## src/rtl/uart_tx_device.sv

```systemverilog
// Memory-mapped 8N1 UART transmitter with a small TX FIFO and level IRQ.
// Ports: clk_i/rst_ni, uart_req/we/be/addr/wdata in, uart_rvalid/rdata/err out, tx_o, irq_o.
module uart_tx_device #(
    parameter int DataWidth    = 32,
    parameter int AddressWidth = 32,
    parameter int FifoDepth    = 8,
    parameter int DefaultDiv   = 16
) (
    input  logic                    clk_i,
    input  logic                    rst_ni,
    input  logic                    uart_req_i,
    input  logic                    uart_we_i,
    input  logic [DataWidth/8-1:0]  uart_be_i,
    input  logic [AddressWidth-1:0] uart_addr_i,
    input  logic [DataWidth-1:0]    uart_wdata_i,
    output logic                    uart_rvalid_o,
    output logic [DataWidth-1:0]    uart_rdata_o,
    output logic                    uart_err_o,
    output logic                    tx_o,
    output logic                    irq_o
);

    localparam int PtrW = $clog2(FifoDepth);
    localparam int LvlW = PtrW + 1;

    typedef enum logic [1:0] {IDLE, START, DATA, STOP} state_e;

    state_e           state_q, state_d;
    logic [15:0]      cnt_q, cnt_d;
    logic [2:0]       idx_q, idx_d;
    logic [7:0]       shift_q, shift_d;
    logic [15:0]      clkdiv_q;
    logic [1:0]       ctrl_q;
    logic             irq_q;
    logic             rvalid_q;
    logic             err_q, err_d;
    logic [DataWidth-1:0] rdata_q, rdata_d;

    logic [7:0]       mem_q [FifoDepth];
    logic [PtrW-1:0]  wptr_q, rptr_q;
    logic [LvlW-1:0]  level_q, level_d;

    logic [9:0]       offset;
    logic             full, empty, push, pop;
    logic             div_we, ctrl_we;
    logic [31:0]      rval;
    logic [15:0]      reload;
    logic             bit_end;
    logic             unused;

    assign offset = uart_addr_i[9:0];
    assign full   = (level_q == LvlW'(FifoDepth));
    assign empty  = (level_q == '0);
    assign unused = ^{uart_be_i, uart_addr_i[AddressWidth-1:10],
                      offset[1:0], uart_wdata_i[DataWidth-1:16]};

    // Bus decode; a full FIFO still accepts a byte when a pop frees a slot.
    always_comb begin
        err_d   = 1'b0;
        push    = 1'b0;
        div_we  = 1'b0;
        ctrl_we = 1'b0;
        rval    = 32'h0;
        if (uart_req_i) begin
            if (|offset[9:4]) begin
                err_d = 1'b1;
            end else if (uart_we_i) begin
                case (offset[3:2])
                    2'd0: begin
                        if (full && !pop) err_d = 1'b1;
                        else              push  = 1'b1;
                    end
                    2'd1:    err_d   = 1'b1;
                    2'd2:    div_we  = 1'b1;
                    default: ctrl_we = 1'b1;
                endcase
            end else begin
                case (offset[3:2])
                    2'd0:    rval = 32'h0;
                    2'd1:    rval = {16'h0, 8'(level_q), 5'h0,
                                     (state_q != IDLE), empty, full};
                    2'd2:    rval = {16'h0, clkdiv_q};
                    default: rval = {30'h0, ctrl_q};
                endcase
            end
        end
        rdata_d = err_d ? '0 : DataWidth'(rval);
    end

    // A zero divider behaves as one cycle per bit.
    assign reload  = ((clkdiv_q == 16'h0) ? 16'h1 : clkdiv_q) - 16'h1;
    assign bit_end = (cnt_q == 16'h0);

    always_comb begin
        state_d = state_q;
        cnt_d   = cnt_q;
        idx_d   = idx_q;
        shift_d = shift_q;
        pop     = 1'b0;
        case (state_q)
            IDLE: begin
                if (ctrl_q[0] && !empty) begin
                    pop     = 1'b1;
                    shift_d = mem_q[rptr_q];
                    cnt_d   = reload;
                    state_d = START;
                end
            end
            START: begin
                if (bit_end) begin
                    cnt_d   = reload;
                    idx_d   = 3'd0;
                    state_d = DATA;
                end else begin
                    cnt_d = cnt_q - 16'h1;
                end
            end
            DATA: begin
                if (bit_end) begin
                    cnt_d = reload;
                    if (idx_q == 3'd7) begin
                        state_d = STOP;
                    end else begin
                        idx_d   = idx_q + 3'd1;
                        shift_d = {1'b0, shift_q[7:1]};
                    end
                end else begin
                    cnt_d = cnt_q - 16'h1;
                end
            end
            default: begin
                if (bit_end) begin
                    // Chain straight into the next start bit when data waits.
                    if (ctrl_q[0] && !empty) begin
                        pop     = 1'b1;
                        shift_d = mem_q[rptr_q];
                        cnt_d   = reload;
                        state_d = START;
                    end else begin
                        state_d = IDLE;
                    end
                end else begin
                    cnt_d = cnt_q - 16'h1;
                end
            end
        endcase
    end

    always_comb begin
        level_d = level_q;
        case ({push, pop})
            2'b10:   level_d = level_q + 1'b1;
            2'b01:   level_d = level_q - 1'b1;
            default: level_d = level_q;
        endcase
    end

    always_ff @(posedge clk_i or negedge rst_ni) begin
        if (!rst_ni) begin
            state_q  <= IDLE;
            cnt_q    <= 16'h0;
            idx_q    <= 3'd0;
            shift_q  <= 8'h0;
            clkdiv_q <= 16'(DefaultDiv);
            ctrl_q   <= 2'b00;
            irq_q    <= 1'b0;
            rvalid_q <= 1'b0;
            err_q    <= 1'b0;
            rdata_q  <= '0;
            wptr_q   <= '0;
            rptr_q   <= '0;
            level_q  <= '0;
            for (int i = 0; i < FifoDepth; i++) mem_q[i] <= 8'h0;
        end else begin
            state_q  <= state_d;
            cnt_q    <= cnt_d;
            idx_q    <= idx_d;
            shift_q  <= shift_d;
            irq_q    <= ctrl_q[1] & empty & (state_q == IDLE);
            rvalid_q <= uart_req_i;
            err_q    <= err_d;
            rdata_q  <= rdata_d;
            level_q  <= level_d;
            if (div_we)  clkdiv_q <= uart_wdata_i[15:0];
            if (ctrl_we) ctrl_q   <= uart_wdata_i[1:0];
            if (push) begin
                mem_q[wptr_q] <= uart_wdata_i[7:0];
                wptr_q        <= wptr_q + 1'b1;
            end
            if (pop) rptr_q <= rptr_q + 1'b1;
        end
    end

    always_comb begin
        case (state_q)
            START:   tx_o = 1'b0;
            DATA:    tx_o = shift_q[0];
            default: tx_o = 1'b1;
        endcase
    end

    assign uart_rvalid_o = rvalid_q;
    assign uart_rdata_o  = rdata_q;
    assign uart_err_o    = err_q;
    assign irq_o         = irq_q;

endmodule

```

## config.mk

```make
export PLATFORM = sky130hd
export DESIGN_NAME = uart_tx_device
export DESIGN_NICKNAME = d
export VERILOG_FILES = /design/src/rtl/uart_tx_device.sv
export SDC_FILE = /design/constraint.sdc
export NUM_CORES = 1
export LEC_CHECK = 0
export ABC_AREA = 1
export CAP_MARGIN = 15
export CORE_AREA = 2 2 136 138
export CTS_BUF_LIST = sky130_fd_sc_hd__clkbuf_2
export DETAILED_ROUTE_END_ITERATION = 8
export DIE_AREA = 0 0 138 140
export GPL_TIMING_DRIVEN = 0
export PLACE_DENSITY = 0.65
export SLEW_MARGIN = 20
export SYNTH_ARGS = -nofsm -noshare
export SYNTH_HDL_FRONTEND = slang
export SYNTH_SLANG_ARGS = --single-unit
```

## constraint.sdc

```tcl
create_clock -name clk_i -period 2.7 [get_ports clk_i]
set_input_delay 0.27 -clock clk_i [delete_from_list [all_inputs] [get_ports clk_i]]
set_output_delay 0.27 -clock clk_i [all_outputs]
set_load 0.05 [all_outputs]
```

==> metrics.md <==
| Metric | Value |
|---|---|
| DR iter-0 viols | 546 |
| Xor and xnor area share after synthesis | 2.12% |
| Initial antenna violation count | 1 |
| Top FF cell, synth | dfrtp_1 |
| Pwr dens | 638 nW/um^2 |
| Layout area overhead | 13.7% |
| Mux contribution to synthesized area | 0.143% |
| Maximum VDD drop | 0.343 mV |
| Final setup violation count | 0 |
| I/O Pins | 108 |
| Distinct cells, synth | 41 |
| Hold Vio Cnt, Final | 0 |
| Fin cells | 1321 |
| Full die area | 19300 um^2 |
| NumNets Final | 1165 |
| Number of global-route vias before repair | 6512 |
| Row cnt | 49 |
| Root Buffer | clkbuf_2 |
| Post-Route WL | 21200 um |
| Fin crit period | 2.52 ns |
| Worst Hold Slack | 0.0661 ns |
| Async set or reset register ratio after synthesis | 100% |
| Largest family of logic cells by synthesized area | simple AND/OR/NAND/NOR gates |
| Avg Cell Area, Syn | 7.86 um^2 |
| Worst Clk Skew | 0.0449 ns |
| Req. time, crit path | 2.43 ns |
| Arrival time worst endpoint | 2.25 ns |
| Largest net degree at the start of global routing | 94 |
| Cell leakage power | 0.00420 uW |
| Element type at the critical path end | output pin |
| Part of the Yosys area used for sequential elements | 44.6% |
| Max clock buf depth | 2 |
| Clock-pin transition on the worst setup and hold timing paths | 0.24 ns |
| Slew margin rel. | 44.8% |
| Number of fill cells | 1744 |
| DR vias/cell | 5.22 |
| Setup TNS | 0 ns |
| Setup crit end | tx_o |
| Die Span X | 138 um |
| Reg2reg setup slack | 0.27 ns |
| Remaining global-route overflow | 0 |
| Synth warn | 0 |
| Hold WC Path Type | primary input to flop |
| Post-Synthesis Cells | 1000 |
| Post-synthesis adder-cell area fraction | 2.23% |
| Worst-margin pin slew | 0.828 ns |
| CP Max Fanout | 19 |
| First-pass GRT wire length | 34400 um |
| CP Class | flop to output pin |
| Worst setup SP type | flop |
| Reg2reg start | level_q[0]$_DFFE_PN0P_ |
| Synthesis-stage register bit count | 140 |
| Max-cap viol count | 0 |
| Remaining antenna violation count | 0 |
| Complex-gate fraction of the synthesized area | 16.7% |
| Clock latency on the worst-skew pair | 0.73 ns |
| Layout cells sized above 1 | 8.71% |
| Core area | 17800 um^2 |
| Vias | 6892 |
| Remaining DRCs | 0 |
| Port bufs | 39 |
| Placed insts | 1284 |
| Period utilisation layout | 93.2% |
| Initial Utilization | 44.2% |
| Pre-Repair DR Iteration Count | 6 |
| Cell area after synthesis | 7860 um^2 |
| CTS Buf Count | 17 |
| Crit Reg-Reg Endpoint | level_q[2]$_DFFE_PN0P_ |
| Slew Viols, Final | 0 |
| Wirelength per Cell | 16.1 um |
| Number of synthesized flops with an enable pin | 0 |
| Post-synthesis simple-gate area fraction | 22.8% |
| GPL Wtd Cong | 0.893 |
| Htree depth | 4 |
| Clock Sinks | 140 |
| Crit path from | state_q[0]$_DFFE_PN0P_ |
| R2R depth | 15 |
| Die Y | 140 um |
| Post-route core utilization | 50.3% |
| Gr usage total | 22.3% |
| Power Total | 5710 uW |
| CTS tree | built |
| Max Clk Rate | 0.397 GHz |
| Status | complete, no violations |
| DP Wirelength | 14900 um |
-- cells in the final DEF (no fill, tap or decap), types with 2 or more instances in the layout --
cell             netlist  final
nor2_2                 3      5
inv_6                  0      2
xor2_1                14     14
a32o_1                 2      2
inv_1                138    137
dlygate4sd3_1          0      4
ha_2                   0      3
clkdlybuf4s50_1        0     37
xnor2_1                5      5
o21bai_1              65     65
nor2_1                89     87
clkinvlp_4             0      4
nand4_1                7      7
o22ai_1                3      3
clkinv_4               0      3
ha_1                  14     11
a31oi_1                2      2
buf_16                 0      2
dfrtp_1              139    139
a21oi_1               62     62
o211ai_1               8      8
clkbuf_1              32     31
nand2_2                2      3
conb_1                 1     16
nand2_1              159    158
nor3_1                 6      6
buf_2                  8      8
clkinv_1               3      2
buf_4                 17     19
nand3_1              125    125
nand3_4                1      2
clkbuf_2               0     18
clkinv_2               0      4
nor2_4                 3      3
o221ai_1               5      5
o21ai_0               66     65
buf_6                  6      6
-- layout make-up --
type	instances	area (um^2)	share of cell area, %
Clock inverter	13	119	1.33
Antenna cell	1	2.50	0.0280
Multi-Input combinational cell	670	3550	39.7
Sequential cell	140	3500	39.2
Timing Repair Buffer	46	495	5.54
Buffer	62	352	3.93
Clock buffer	18	90.1	1.01
Tap cell	229	287	3.21
Inverter	142	537	6.01
-- cells in the mapped netlist (all sizes together) (8+ instances only) --
master / number / share of area, %
clkbuf: 32 / 1.5
nand2: 162 / 7.9
nand3: 128 / 8.4
o21bai: 65 / 6.2
o211ai: 8 / 0.76
o21ai: 66 / 4.2
inv: 139 / 6.7
xor2: 14 / 1.6
buf: 31 / 3.0
dfrtp: 139 / 44
a21oi: 63 / 4.1
nor2: 95 / 4.9
ha: 14 / 2.2
nand4: 9 / 0.88
-- logic make-up (layout without fill, tap and decap cells) --
logic type / Yosys count / in the layout
buf+inv: 205 / 281
simple gates: 403 / 403
compound gates: 217 / 217
mux: 1 / 1
other cells: 1 / 17
flops: 140 / 140
fa+ha+maj: 14 / 14
xor+xnor: 19 / 19
-- report_power, final --
part | switching (uW) | internal (uW) | total [uW]
sequential | 185 | 2300 | 2490
combinational | 1380 | 678 | 2050
clock | 831 | 333 | 1160
-- through the flow --
| stage | cell area, um^2 | setup WS [ns] |
|---|---|---|
| after floorplan | 7920 | 0.241 |
| after global placement | 8590 | -4.49 |
| after detailed placement | 8630 | -0.00788 |
| after CTS | 8900 | 0.0503 |
| after global routing | 8940 | -0.00678 |
| final | 8940 | 0.183 |
-- how the worst min path moves through the flow --
stage,end,depth (start not counted),slack [ns],from
final,mem_q[16]$_DFFE_PN0P_,3,0.07,uart_wdata_i[0]
after floorplan,clkdiv_q[0]$_DFFE_PN0P_,0,-0.03,rst_ni
after CTS,mem_q[41]$_DFFE_PN0P_,3,0.007,uart_wdata_i[1]
after global placement,idx_q[2]$_DFFE_PN0P_,1,0.48,idx_q[2]$_DFFE_PN0P_
after global routing,mem_q[41]$_DFFE_PN0P_,3,0.01,uart_wdata_i[1]
after detailed placement,uart_rdata_o[6]$_DFF_PN0_,1,0.21,rst_ni
-- flip-flops by register name (all words and copies together), names as in the netlist --
signal         flops
level_q            4
idx_q              3
state_q            2
clkdiv_q          16
uart_rvalid_o      1
ctrl_q             2
uart_rdata_o      16
mem_q             64
wptr_q             3
rptr_q             3
cnt_q             16
shift_q            8
uart_err_o         1
irq_o              1
-- worst max-delay path, stage by stage, from the launching register on --
cell and delay (ns):
dfrtp_1 0.45, inv_1 0.11, ha_1 0.25, clkinv_2 0.24
o21ai_1 0.23, buf_4 0.22
-- routing by layer --
layer | wire (um) | GRT usage (%) | vias to the layer above | share of wire, %
li1 | - | - | 3388 | -
met1 | 9390 | 30.6 | 3255 | 44
met2 | 10200 | 35.7 | 216 | 48
met3 | 1150 | 4.17 | 33 | 5.4
met4 | 469 | 7.57 | 0 | 2.2
met5 | 0 | 0 | - | 0
-- timing repair --
| action | CTS | global route |
|---|---|---|
| hold buffers | 5 | 0 |
| buffers inserted | 0 | 1 |
| resized for setup | 9 | 9 |
| endpoints found under the setup margin | 1 | 2 |
| endpoints found under the hold margin | 143 | 0 |
Power figures use the tool's default switching activity.
